[src/rtl/instr_fetch_seq_if.sv]
// Fetch-side bus bundle: start control, byte-wide instruction memory port,
// decode handshake, PC redirect and status. master = fetch sequencer.
interface instr_fetch_seq_if;
    logic        start;
    logic        mem_rd_en;
    logic [31:0] mem_addr;
    logic [7:0]  mem_rdata;
    logic [31:0] instr;
    logic [31:0] instr_addr;
    logic        instr_valid;
    logic        instr_ready;
    logic        redirect_valid;
    logic [31:0] redirect_pc;
    logic        done;
    logic        err;

    modport master (
        input  start, mem_rdata, instr_ready, redirect_valid, redirect_pc,
        output mem_rd_en, mem_addr, instr, instr_addr, instr_valid, done, err
    );

    modport slave (
        output start, mem_rdata, instr_ready, redirect_valid, redirect_pc,
        input  mem_rd_en, mem_addr, instr, instr_addr, instr_valid, done, err
    );
endinterface

[src/rtl/instr_fetch_seq.sv]
// Instruction fetch sequencer: reads four bytes per instruction, assembles a
// big-endian word, hands it to decode, and handles PC redirects and end of memory.
module instr_fetch_seq #(
    parameter int unsigned MEM_SIZE = 128,
    parameter logic [31:0] RESET_PC = '0
) (
    input logic             clk,
    input logic             rst_n,
    instr_fetch_seq_if.master bus
);
    localparam logic [31:0] MEM_LIMIT = 32'(MEM_SIZE);

    typedef enum logic [1:0] {IDLE, FETCH, HOLD, DONE} state_t;

    state_t      state;
    logic [31:0] pc;
    logic [2:0]  cnt;
    logic [23:0] shift_buf;

    logic        redirect_ok;
    logic        redirect_bad;
    logic        handshake;
    logic [31:0] pc_next4;

    always_comb begin
        redirect_ok  = bus.redirect_valid && (bus.redirect_pc[1:0] == 2'b00)
                       && (bus.redirect_pc < MEM_LIMIT);
        redirect_bad = bus.redirect_valid && !redirect_ok;
        handshake    = (state == HOLD) && bus.instr_valid && bus.instr_ready;
        pc_next4     = pc + 32'd4;
        // Read strobe and address decode straight from state/pc/cnt, so the
        // first read lands in the same cycle FETCH is entered.
        bus.mem_rd_en = (state == FETCH) && (cnt != 3'd4);
        bus.mem_addr  = pc + {29'b0, cnt};
    end

    always_ff @(posedge clk or negedge rst_n) begin
        if (!rst_n) begin
            state           <= IDLE;
            pc              <= RESET_PC;
            cnt             <= '0;
            shift_buf       <= '0;
            bus.instr       <= '0;
            bus.instr_addr  <= '0;
            bus.instr_valid <= 1'b0;
            bus.done        <= 1'b0;
            bus.err         <= 1'b0;
        end else begin
            bus.err <= redirect_bad;
            case (state)
                IDLE: begin
                    if (redirect_ok) begin
                        pc <= bus.redirect_pc;
                    end
                    if (bus.start) begin
                        state <= FETCH;
                        cnt   <= '0;
                    end
                end
                FETCH: begin
                    if (redirect_ok) begin
                        pc  <= bus.redirect_pc;
                        cnt <= '0;
                    end else if (cnt == 3'd4) begin
                        bus.instr       <= {shift_buf, bus.mem_rdata};
                        bus.instr_addr  <= pc;
                        bus.instr_valid <= 1'b1;
                        cnt             <= '0;
                        state           <= HOLD;
                    end else begin
                        // Byte read at cnt-1 arrives now; cnt 0 has nothing yet.
                        if (cnt != 3'd0) begin
                            shift_buf <= {shift_buf[15:0], bus.mem_rdata};
                        end
                        cnt <= cnt + 3'd1;
                    end
                end
                HOLD: begin
                    // A redirect alongside a handshake consumes the instruction
                    // and overrides both pc+4 and the move to DONE.
                    if (redirect_ok) begin
                        pc              <= bus.redirect_pc;
                        cnt             <= '0;
                        bus.instr_valid <= 1'b0;
                        state           <= FETCH;
                    end else if (handshake) begin
                        pc              <= pc_next4;
                        cnt             <= '0;
                        bus.instr_valid <= 1'b0;
                        if (pc_next4 == MEM_LIMIT) begin
                            state    <= DONE;
                            bus.done <= 1'b1;
                        end else begin
                            state <= FETCH;
                        end
                    end
                end
                DONE: begin
                    if (redirect_ok) begin
                        pc       <= bus.redirect_pc;
                        cnt      <= '0;
                        bus.done <= 1'b0;
                        state    <= FETCH;
                    end else if (bus.start) begin
                        pc       <= RESET_PC;
                        cnt      <= '0;
                        bus.done <= 1'b0;
                        state    <= FETCH;
                    end
                end
                default: state <= IDLE;
            endcase
        end
    end
endmodule

[src/flat_wrapper.sv]
// flat-port wrapper written by rule: the top's interface ports become plain ports
module instr_fetch_seq_flat 
#(
    parameter int unsigned MEM_SIZE = 128,
    parameter logic [31:0] RESET_PC = '0
)
  (clk, rst_n, bus_start, bus_mem_rdata, bus_instr_ready, bus_redirect_valid, bus_redirect_pc, bus_mem_rd_en, bus_mem_addr, bus_instr, bus_instr_addr, bus_instr_valid, bus_done, bus_err);
  instr_fetch_seq_if bus_i ();
  input logic clk;
  input logic rst_n;
  input wire logic [$bits(bus_i.start)-1:0] bus_start;
  input wire logic [$bits(bus_i.mem_rdata)-1:0] bus_mem_rdata;
  input wire logic [$bits(bus_i.instr_ready)-1:0] bus_instr_ready;
  input wire logic [$bits(bus_i.redirect_valid)-1:0] bus_redirect_valid;
  input wire logic [$bits(bus_i.redirect_pc)-1:0] bus_redirect_pc;
  output wire logic [$bits(bus_i.mem_rd_en)-1:0] bus_mem_rd_en;
  output wire logic [$bits(bus_i.mem_addr)-1:0] bus_mem_addr;
  output wire logic [$bits(bus_i.instr)-1:0] bus_instr;
  output wire logic [$bits(bus_i.instr_addr)-1:0] bus_instr_addr;
  output wire logic [$bits(bus_i.instr_valid)-1:0] bus_instr_valid;
  output wire logic [$bits(bus_i.done)-1:0] bus_done;
  output wire logic [$bits(bus_i.err)-1:0] bus_err;
  assign bus_i.start = bus_start;
  assign bus_i.mem_rdata = bus_mem_rdata;
  assign bus_i.instr_ready = bus_instr_ready;
  assign bus_i.redirect_valid = bus_redirect_valid;
  assign bus_i.redirect_pc = bus_redirect_pc;
  assign bus_mem_rd_en = bus_i.mem_rd_en;
  assign bus_mem_addr = bus_i.mem_addr;
  assign bus_instr = bus_i.instr;
  assign bus_instr_addr = bus_i.instr_addr;
  assign bus_instr_valid = bus_i.instr_valid;
  assign bus_done = bus_i.done;
  assign bus_err = bus_i.err;
  instr_fetch_seq #(.MEM_SIZE(MEM_SIZE), .RESET_PC(RESET_PC)) u_core (.clk(clk), .rst_n(rst_n), .bus(bus_i));
endmodule
[config.mk]
export PLATFORM = sky130hd
export DESIGN_NAME = instr_fetch_seq_flat
export DESIGN_NICKNAME = d
export VERILOG_FILES = /design/src/rtl/instr_fetch_seq_if.sv /design/src/rtl/instr_fetch_seq.sv /design/src/flat_wrapper.sv
export SDC_FILE = /design/constraint.sdc
export NUM_CORES = 1
export LEC_CHECK = 0
export ABC_CLOCK_PERIOD_IN_PS = 3300
export BUFFER_PORTS_ARGS = -buffer_cell sky130_fd_sc_hd__buf_2
export CAP_MARGIN = 20
export CORE_ASPECT_RATIO = 0.9
export CORE_MARGIN = 3
export CORE_UTILIZATION = 55
export DETAILED_ROUTE_END_ITERATION = 7
export MAX_ROUTING_LAYER = met4
export PLACE_DENSITY = 0.77
export SLEW_MARGIN = 25
export SYNTH_ARGS = -nofsm -noshare
export SYNTH_HDL_FRONTEND = slang
export SYNTH_SLANG_ARGS = --single-unit
[constraint.sdc]
create_clock -name clk -period 3.3 [get_ports clk]
set_input_delay 0.495 -clock clk [delete_from_list [all_inputs] [get_ports clk]]
set_output_delay 0.495 -clock clk [all_outputs]
set_load 0.02 [all_outputs]
==> summary.md, run 1 <==
| Metric | Value |
|---|---|
| Min Clock Period, post-route | between 3 and 4 ns |
| Layout cells sized above 1 | 0.394 |
| Status | finished with violations |
| Multiplexer share of the synthesized area | 0.139 |
| Core area | between 10,000 and 15,000 um^2 |
| RSZ-0062 raised after global routing | yes |
| Clock Skew | about 0.0092 ns |
| Rel. slew slack | 0.495 |
| Placed cell count | a little over 900 |
| First-pass GRT wire length | 30.8 mm |
| Synthesized instance count | about 660 |
| Initial Util | 0.579 |
| Final ANT Viol Nets | 0 |
| Combinational share of power | 0.412 |
| Seq cells post-synth | ~130 |
| Post-synthesis compound-gate area fraction | 0.110 |
| CP Data Required Time | 2.80 ns |
| Seq pwr share | 0.359 |
| Vias/cell | between 6 and 7 |
| Die X-Extent | 123 um |
| Final number of setup-violating endpoints | 7 |
| Post-Layout Cell Count | ~1,000 |
| Final hold vios | 0 |
| Synth Flop Type | dfrtp_1 |
| Sequential cell area | between 3000 and 4000 um^2 |
| Synth area leaders | dfrtp_1 47%, mux2_2 14%, nand2_1 3.1% |
| Clock tree from TritonCTS | built |
| Final Util | 0.719 |
| Syn nets | 714 |
| Leakage power | ~3.9 nW |
| Net Sw Frac | 0.411 |
| Max-Cap Viols | 0 |
| Post-synth EDFFs | 0 |
| Clk slew on worst S/H paths | around 0.060 ns |
| Max Freq | 297 MHz |
| TritonCTS buffer count | 17 |
| H-tree Lvls | 4 |
| IO Port Bufs | roughly 140 |
| Overall Power | 8.14 mW |
| Share of flip-flops with an asynchronous set or reset | 1.00 |
| Synth warnings | 0 |
| Largest net degree at the start of global routing | 50 |
| Sw power | 3.34 mW |
| Detailed Route WL | 19.4 mm |
| Failing checks | negative setup slack |
| Fin worst setup slack | -0.0715 ns |
| Initial antenna violation count | 1 |
| Die Ht | 112 um |
| Row cnt | 37 |
| Highest ir drop seen on vdd | a little under 800 uV |
| Top-area cell type share of the netlist area | 0.470 |
| Synth Area in Adders | 0.0140 |
| Clk buf depth | 2 |
| CTS Sinks | between 100 and 150 |
| Fin. max-slew vios | 0 |
| DR pass1 iterations | 5 |
| Yosys cell types | 58 |
| Slew @ Worst Pin | about 0.76 ns |
| Crit path largest cell delay | 0.35 ns |
| Worst-Skew Late Latency | roughly 0.43 ns |
| GR Util All Layers | 0.298 |
| Synth-to-Final Area Change | 24.2% |
| Clock power share | 0.229 |
| Post-synthesis simple-gate area fraction | 0.164 |
| Crit-path cells | ha_2 > inv_2 > fa_2 > nor2b_2 > o211ai_1 > or2_1 > nor2_2 > nand3_2 > buf_8 > nor3_4 > xnor2_1 > buf_4 |
| Vias in the first global route | 5,766 |
| WS Path Type | register to output pin |
| Main combinational cell family by area after synthesis | simple AND/OR/NAND/NOR gates |
| # IOs | between 100 and 150 |
| Worst Path Max Fanout | 7 |
| Iteration-0 DRC count of the detailed router | approximately 700 |
| Internal power | 4.80 mW |
| CTS root buf | clkbuf_16 |
| CP delay by family, top | simple AND/OR/NAND/NOR gates |
| Worst Hold Class | input pin to asynchronous set/reset pin |
| Dpl hpwl | roughly 14 mm |
| Multi-input logic area | 3360 um^2 |
| Crit-path slowest cell | dfrtp_1 |
| Worst Reg-to-Reg Cells | 7 |
| Die Area | about 14,000 um^2 |
| WP buf/inv | 3 |
| Commonest cells after routing, fill and taps aside | 131 x buf_2, 128 x dfrtp_1, 82 x mux2_2 |
| Syn Area/Cell | roughly 10 um^2 |
| Layout fillers | about 860 |
| Critical path arrival | around 2.9 ns |
| Crit start category | register |
| Instance count on the critical path | 12 |
| Area leader, netlist | dfrtp_1 |
| Gpl congestion | about 0.96 |
| Wire per inst | approximately 20 um |
| Sequential share of the synthesized area | 0.470 |
| Period utilization | 1.02 |
| Vias | between 5,000 and 6,000 |
| Syn Std Cell Area | ~7000 um^2 |
| Nets | 858 |
| Power per cell area | 963 nW/um^2 |
| Commonest non-fill, non-tap cell in the layout | buf_2 |
| Endpoint type of the worst setup path | output pin |
| XOR/XNOR share of the synthesized area | 0.0540 |
| DRC errors left | 0 |
| Total grt overflow | 0 |
## per-stage QoR
step / hold WS [ns] / TNS [ns] / area, um^2 / worst slack, ns
after floorplan: 0.199 / 0 / 6810 / 0.403
after detailed placement: 0.470 / 0 / 7690 / 0.129
final: 0.0831 / -0.286 / 8460 / -0.0715
after CTS: 0.0959 / -0.129 / 8380 / -0.0640
after global placement: 0.456 / 0 / 7690 / 0.212
after global routing: 0.124 / -1.64 / 8460 / -0.216
## kinds of logic after synthesis
kind of cell / Yosys count
simple gates: 212
flops: 128
compound gates: 119
mux: 84
buf+inv: 70
xor+xnor: 42
fa+ha+maj: 7
## Yosys cell counts, types with 8 or more instances
master	number
dfrtp_1	128
nand4_1	16
nor2_1	45
clkbuf_1	18
nor4_1	14
nand3_1	25
o31ai_1	14
a21oi_1	26
or3_1	8
mux2_2	82
inv_1	16
nand2_1	57
xor2_1	18
nor3_1	13
buf_2	27
xnor2_1	24
o21ai_0	40
## what timing repair did
item                                    in CTS  in global routing
pin swaps                                    4                 11
endpoints found under the setup margin       9                 14
setup buffers                                6                  2
resized for setup                           18                 17
endpoints found under the hold margin        0                  0
hold buffers                                 0                  0
## cell type report
cell class | instances | share of cell area
tap | 156 | 0.0231
clock buffer | 19 | 0.0512
timing repair buffer | 179 | 0.124
inverter | 16 | 0.00710
sequential | 128 | 0.379
antenna | 1 | 0.000296
multi-input combinational | 464 | 0.397
clock inverter | 13 | 0.0182
## power by group through the flow
stage | Sequential, mW | Clock (mW) | Combinational [mW]
global route | 3.01 | 1.97 | 3.61
detailed placement | 2.92 | 0 | 3.28
floorplan | 2.95 | 0 | 2.13
global placement | 2.86 | 0 | 3.18
CTS | 2.91 | 1.89 | 3.34
finish | 2.92 | 1.87 | 3.35
## state kept, by name (all words and copies together), names as in the netlist
register                flops
u_core.bus.instr           32
u_core.bus.instr_addr      32
u_core.pc                  32
u_core.shift_buf           24
u_core.cnt                  3
u_core.state                2
u_core.bus.done             1
u_core.bus.err              1
u_core.bus.instr_valid      1
## path summary, 6_finish.rpt
check,start,end,slack (ns)
hold / removal,rst_n,u_core.shift_buf[20],0.08
max in group asynchronous,rst_n,u_core.bus.instr_addr[31],2.40
min in group clk,bus_mem_rdata[6],u_core.shift_buf[6],0.31
setup reg to reg,u_core.pc[7],u_core.bus.done,0.35
setup / recovery,u_core.pc[0],bus_mem_addr[26],-0.07
hold reg to reg,u_core.bus.instr_addr[11],u_core.bus.instr_addr[11],0.48
## metal layers
metal  routed length (um)  vias to the layer above  share of wire  GRT usage
li1                     -                     2663              -          -
met1                 8230                     2889           0.42      0.410
met2                 8990                      309           0.46      0.431
met3                 1810                       37          0.093     0.0899
met4                  420                        0          0.022     0.0819
met5                    0                        -              0          -
No activity file was read; power rests on OpenSTA's default activity.
==> run 2, diff against run 1 <==
==> constraint.sdc (replaced) <==
create_clock -name clk -period 3.3 [get_ports clk]
set_input_delay 0.495 -clock clk [delete_from_list [all_inputs] [get_ports clk]]
set_output_delay 0.495 -clock clk [all_outputs]
set_load 0.005 [all_outputs]
==> run 2 against run 1 <==
Compared with the run above:
- the flow still finishes with violations (negative setup slack)
- cell count rose by 0.20%
- routed wire length rose by 0.48%
- non-clock buffer count rose by 3
- highest routed layer unchanged
- critical path type unchanged
- core utilization rose by 0.19 points
- sequential share of layout area fell by 0.10 points
- combinational power fell by 18%
- largest cell class unchanged
- clock skew fell by 0.0040 ns
==> summary.md, run 2 (same netlist as run 1, synthesis figures left out) <==
| Metric | Value |
|---|---|
| R2R Path End | u_core.bus.done |
| Clk slew on worst S/H paths | around 0.060 ns |
| Min Clock Period, post-route | around 3.4 ns |
| Final ANT Viol Nets | 0 |
| Layout fillers | a little under 900 |
| Dpl hpwl | around 14 mm |
| Highest ir drop seen on vdd | about 690 uV |
| R2r setup slk | between 0.3 and 0.4 ns |
| CP delay by family, top | simple AND/OR/NAND/NOR gates |
| Wire per inst | approximately 20 um |
| Status | finished with violations |
| FF-to-FF Start | u_core.pc[7] |
| Final hold vios | 0 |
| Vias in the first global route | approximately 6,000 |
| Crit-path cells | ha_2 > inv_2 > fa_2 > nor2b_2 > o211ai_1 > or2_1 > nor2_2 > nand3_2 > buf_8 > nor3_4 > xnor2_1 > buf_2 |
| Slew @ Worst Pin | slightly above 0.8 ns |
| Commonest cells after routing, fill and taps aside | 143 x buf_2, 128 x dfrtp_1, 82 x mux2_2 |
| Fin. max-slew vios | 0 |
| Core area | about 12,000 um^2 |
| Clock tree from TritonCTS | built |
| Final Util | 0.721 |
| Post-Layout Cell Count | 978 |
| Worst Hold Class | input pin to asynchronous set/reset pin |
| CP Data Required Time | between 2 and 3 ns |
| Grt met2 use | 0.439 |
| Rel. slew slack | 0.451 |
| DR pass1 iterations | 7 |
| Leakage power | slightly below 4 nW |
| Critical path arrival | just under 3 ns |
| WS Path Type | register to output pin |
| TritonCTS buffer count | 17 |
| Fin worst setup slack | -0.0840 ns |
| IO Port Bufs | approximately 140 |
| DRC errors left | 0 |
| Die Ht | around 110 um |
| Nets | about 860 |
| Worst Path Max Fanout | 7 |
| Design area | ~8500 um^2 |
| Largest registers | u_core.bus.instr x32, u_core.bus.instr_addr x32, u_core.pc x32 |
| Die X-Extent | between 100 and 150 um |
| Power per cell area | roughly 890 nW/um^2 |
| Iteration-0 DRC count of the detailed router | a little over 700 |
| H-tree Lvls | 4 |
| Max-Cap Viols | 0 |
| Final number of setup-violating endpoints | 7 |
| Met3 usage | 0.0686 |
| WP buf/inv | 3 |
| Synth-to-Final Area Change | 24.5% |
| Crit start category | register |
| Gpl congestion | between 0.9 and 1 |
| Global routing usage on met1 | 0.431 |
| Largest net degree at the start of global routing | 66 |
| GR Util All Layers | 0.305 |
| Max Freq | approximately 300 MHz |
| RSZ-0062 raised after global routing | yes |
| Clk buf depth | 2 |
| Crit path largest cell delay | approximately 0.37 ns |
| # IOs | about 150 |
| Worst-Skew Late Latency | approximately 0.42 ns |
| CTS Sinks | ~130 |
| Vias/cell | 6.13 |
| Placed cell count | 938 |
| Failing checks | negative setup slack |
| Total grt overflow | 0 |
| Initial antenna violation count | 0 |
| Period utilization | 1.03 |
| Row cnt | 37 |
| Worst Reg-to-Reg Cells | 7 |
| Crit-path slowest cell | dfrtp_1 |
| Die Area | between 10,000 and 15,000 um^2 |
| Commonest non-fill, non-tap cell in the layout | buf_2 |
| Ant diodes | 0 |
| Vias | between 5,000 and 6,000 |
| Initial Util | 0.579 |
| Endpoint type of the worst setup path | output pin |
| Layout cells sized above 1 | 0.398 |
| Global routing's busiest layer | met2 |
| Detailed Route WL | 19.5 mm |
| First-pass GRT wire length | about 32 mm |
| Dpl cell area | 7730 um^2 |
| Clock Skew | slightly above 0.005 ns |
| Cts hold-fix bufs | 0 |
| CTS root buf | clkbuf_16 |
[run 2: cell type report]
class / count / area, um^2 / share of cell area
Multi-Input combinational cell: 464 / 3380 / 0.399
Clock buffer: 19 / 433 / 0.0511
Tap cell: 156 / 195 / 0.0230
Clock inverter: 13 / 151 / 0.0179
Timing Repair Buffer: 182 / 1060 / 0.125
Sequential cell: 128 / 3200 / 0.378
Inverter: 16 / 60.1 / 0.00708
[run 2: worst max-delay path by stage]
| stage | from | end | slack [ns] | cells after the start |
|---|---|---|---|---|
| global route | u_core.pc[0] | bus_mem_addr[26] | -0.22 | 12 |
| finish | u_core.pc[0] | bus_mem_addr[26] | -0.08 | 12 |
| floorplan | u_core.pc[0] | bus_mem_addr[26] | 0.54 | 10 |
| detailed placement | u_core.pc[0] | bus_mem_addr[26] | 0.12 | 12 |
| global placement | u_core.pc[0] | bus_mem_addr[26] | 0.21 | 12 |
| CTS | u_core.pc[0] | bus_mem_addr[18] | -0.02 | 12 |
[run 2: report_power, final]
part	switching (mW)	total (mW)	internal (mW)
Sequential	0.703	2.92	2.22
Combinational	1.32	2.75	1.43
Clock	0.732	1.86	1.12
[run 2: per-stage QoR]
step,worst slack (ns),power (mW),TNS (ns),hold slack (ns)
floorplan,0.543,4.51,0,0.199
detailed placement,0.119,5.61,0,0.467
global route,-0.219,7.99,-1.61,0.218
global placement,0.213,5.47,0,0.457
finish,-0.0840,7.53,-0.350,0.164
CTS,-0.0195,7.51,-0.0896,0.187
[run 2: layer usage]
| layer | share of wire | up-vias |
|---|---|---|
| met5 | 0 | - |
| met4 | 0.021 | 0 |
| met3 | 0.097 | 49 |
| met2 | 0.46 | 372 |
| met1 | 0.42 | 2892 |
| li1 | - | 2685 |
[run 2: repair_timing]
action	4_1_cts	5_1_grt
buffers inserted	7	4
setup endpoints to repair	10	15
cloned	0	0
pin swaps	7	9
gates resized for setup	15	11
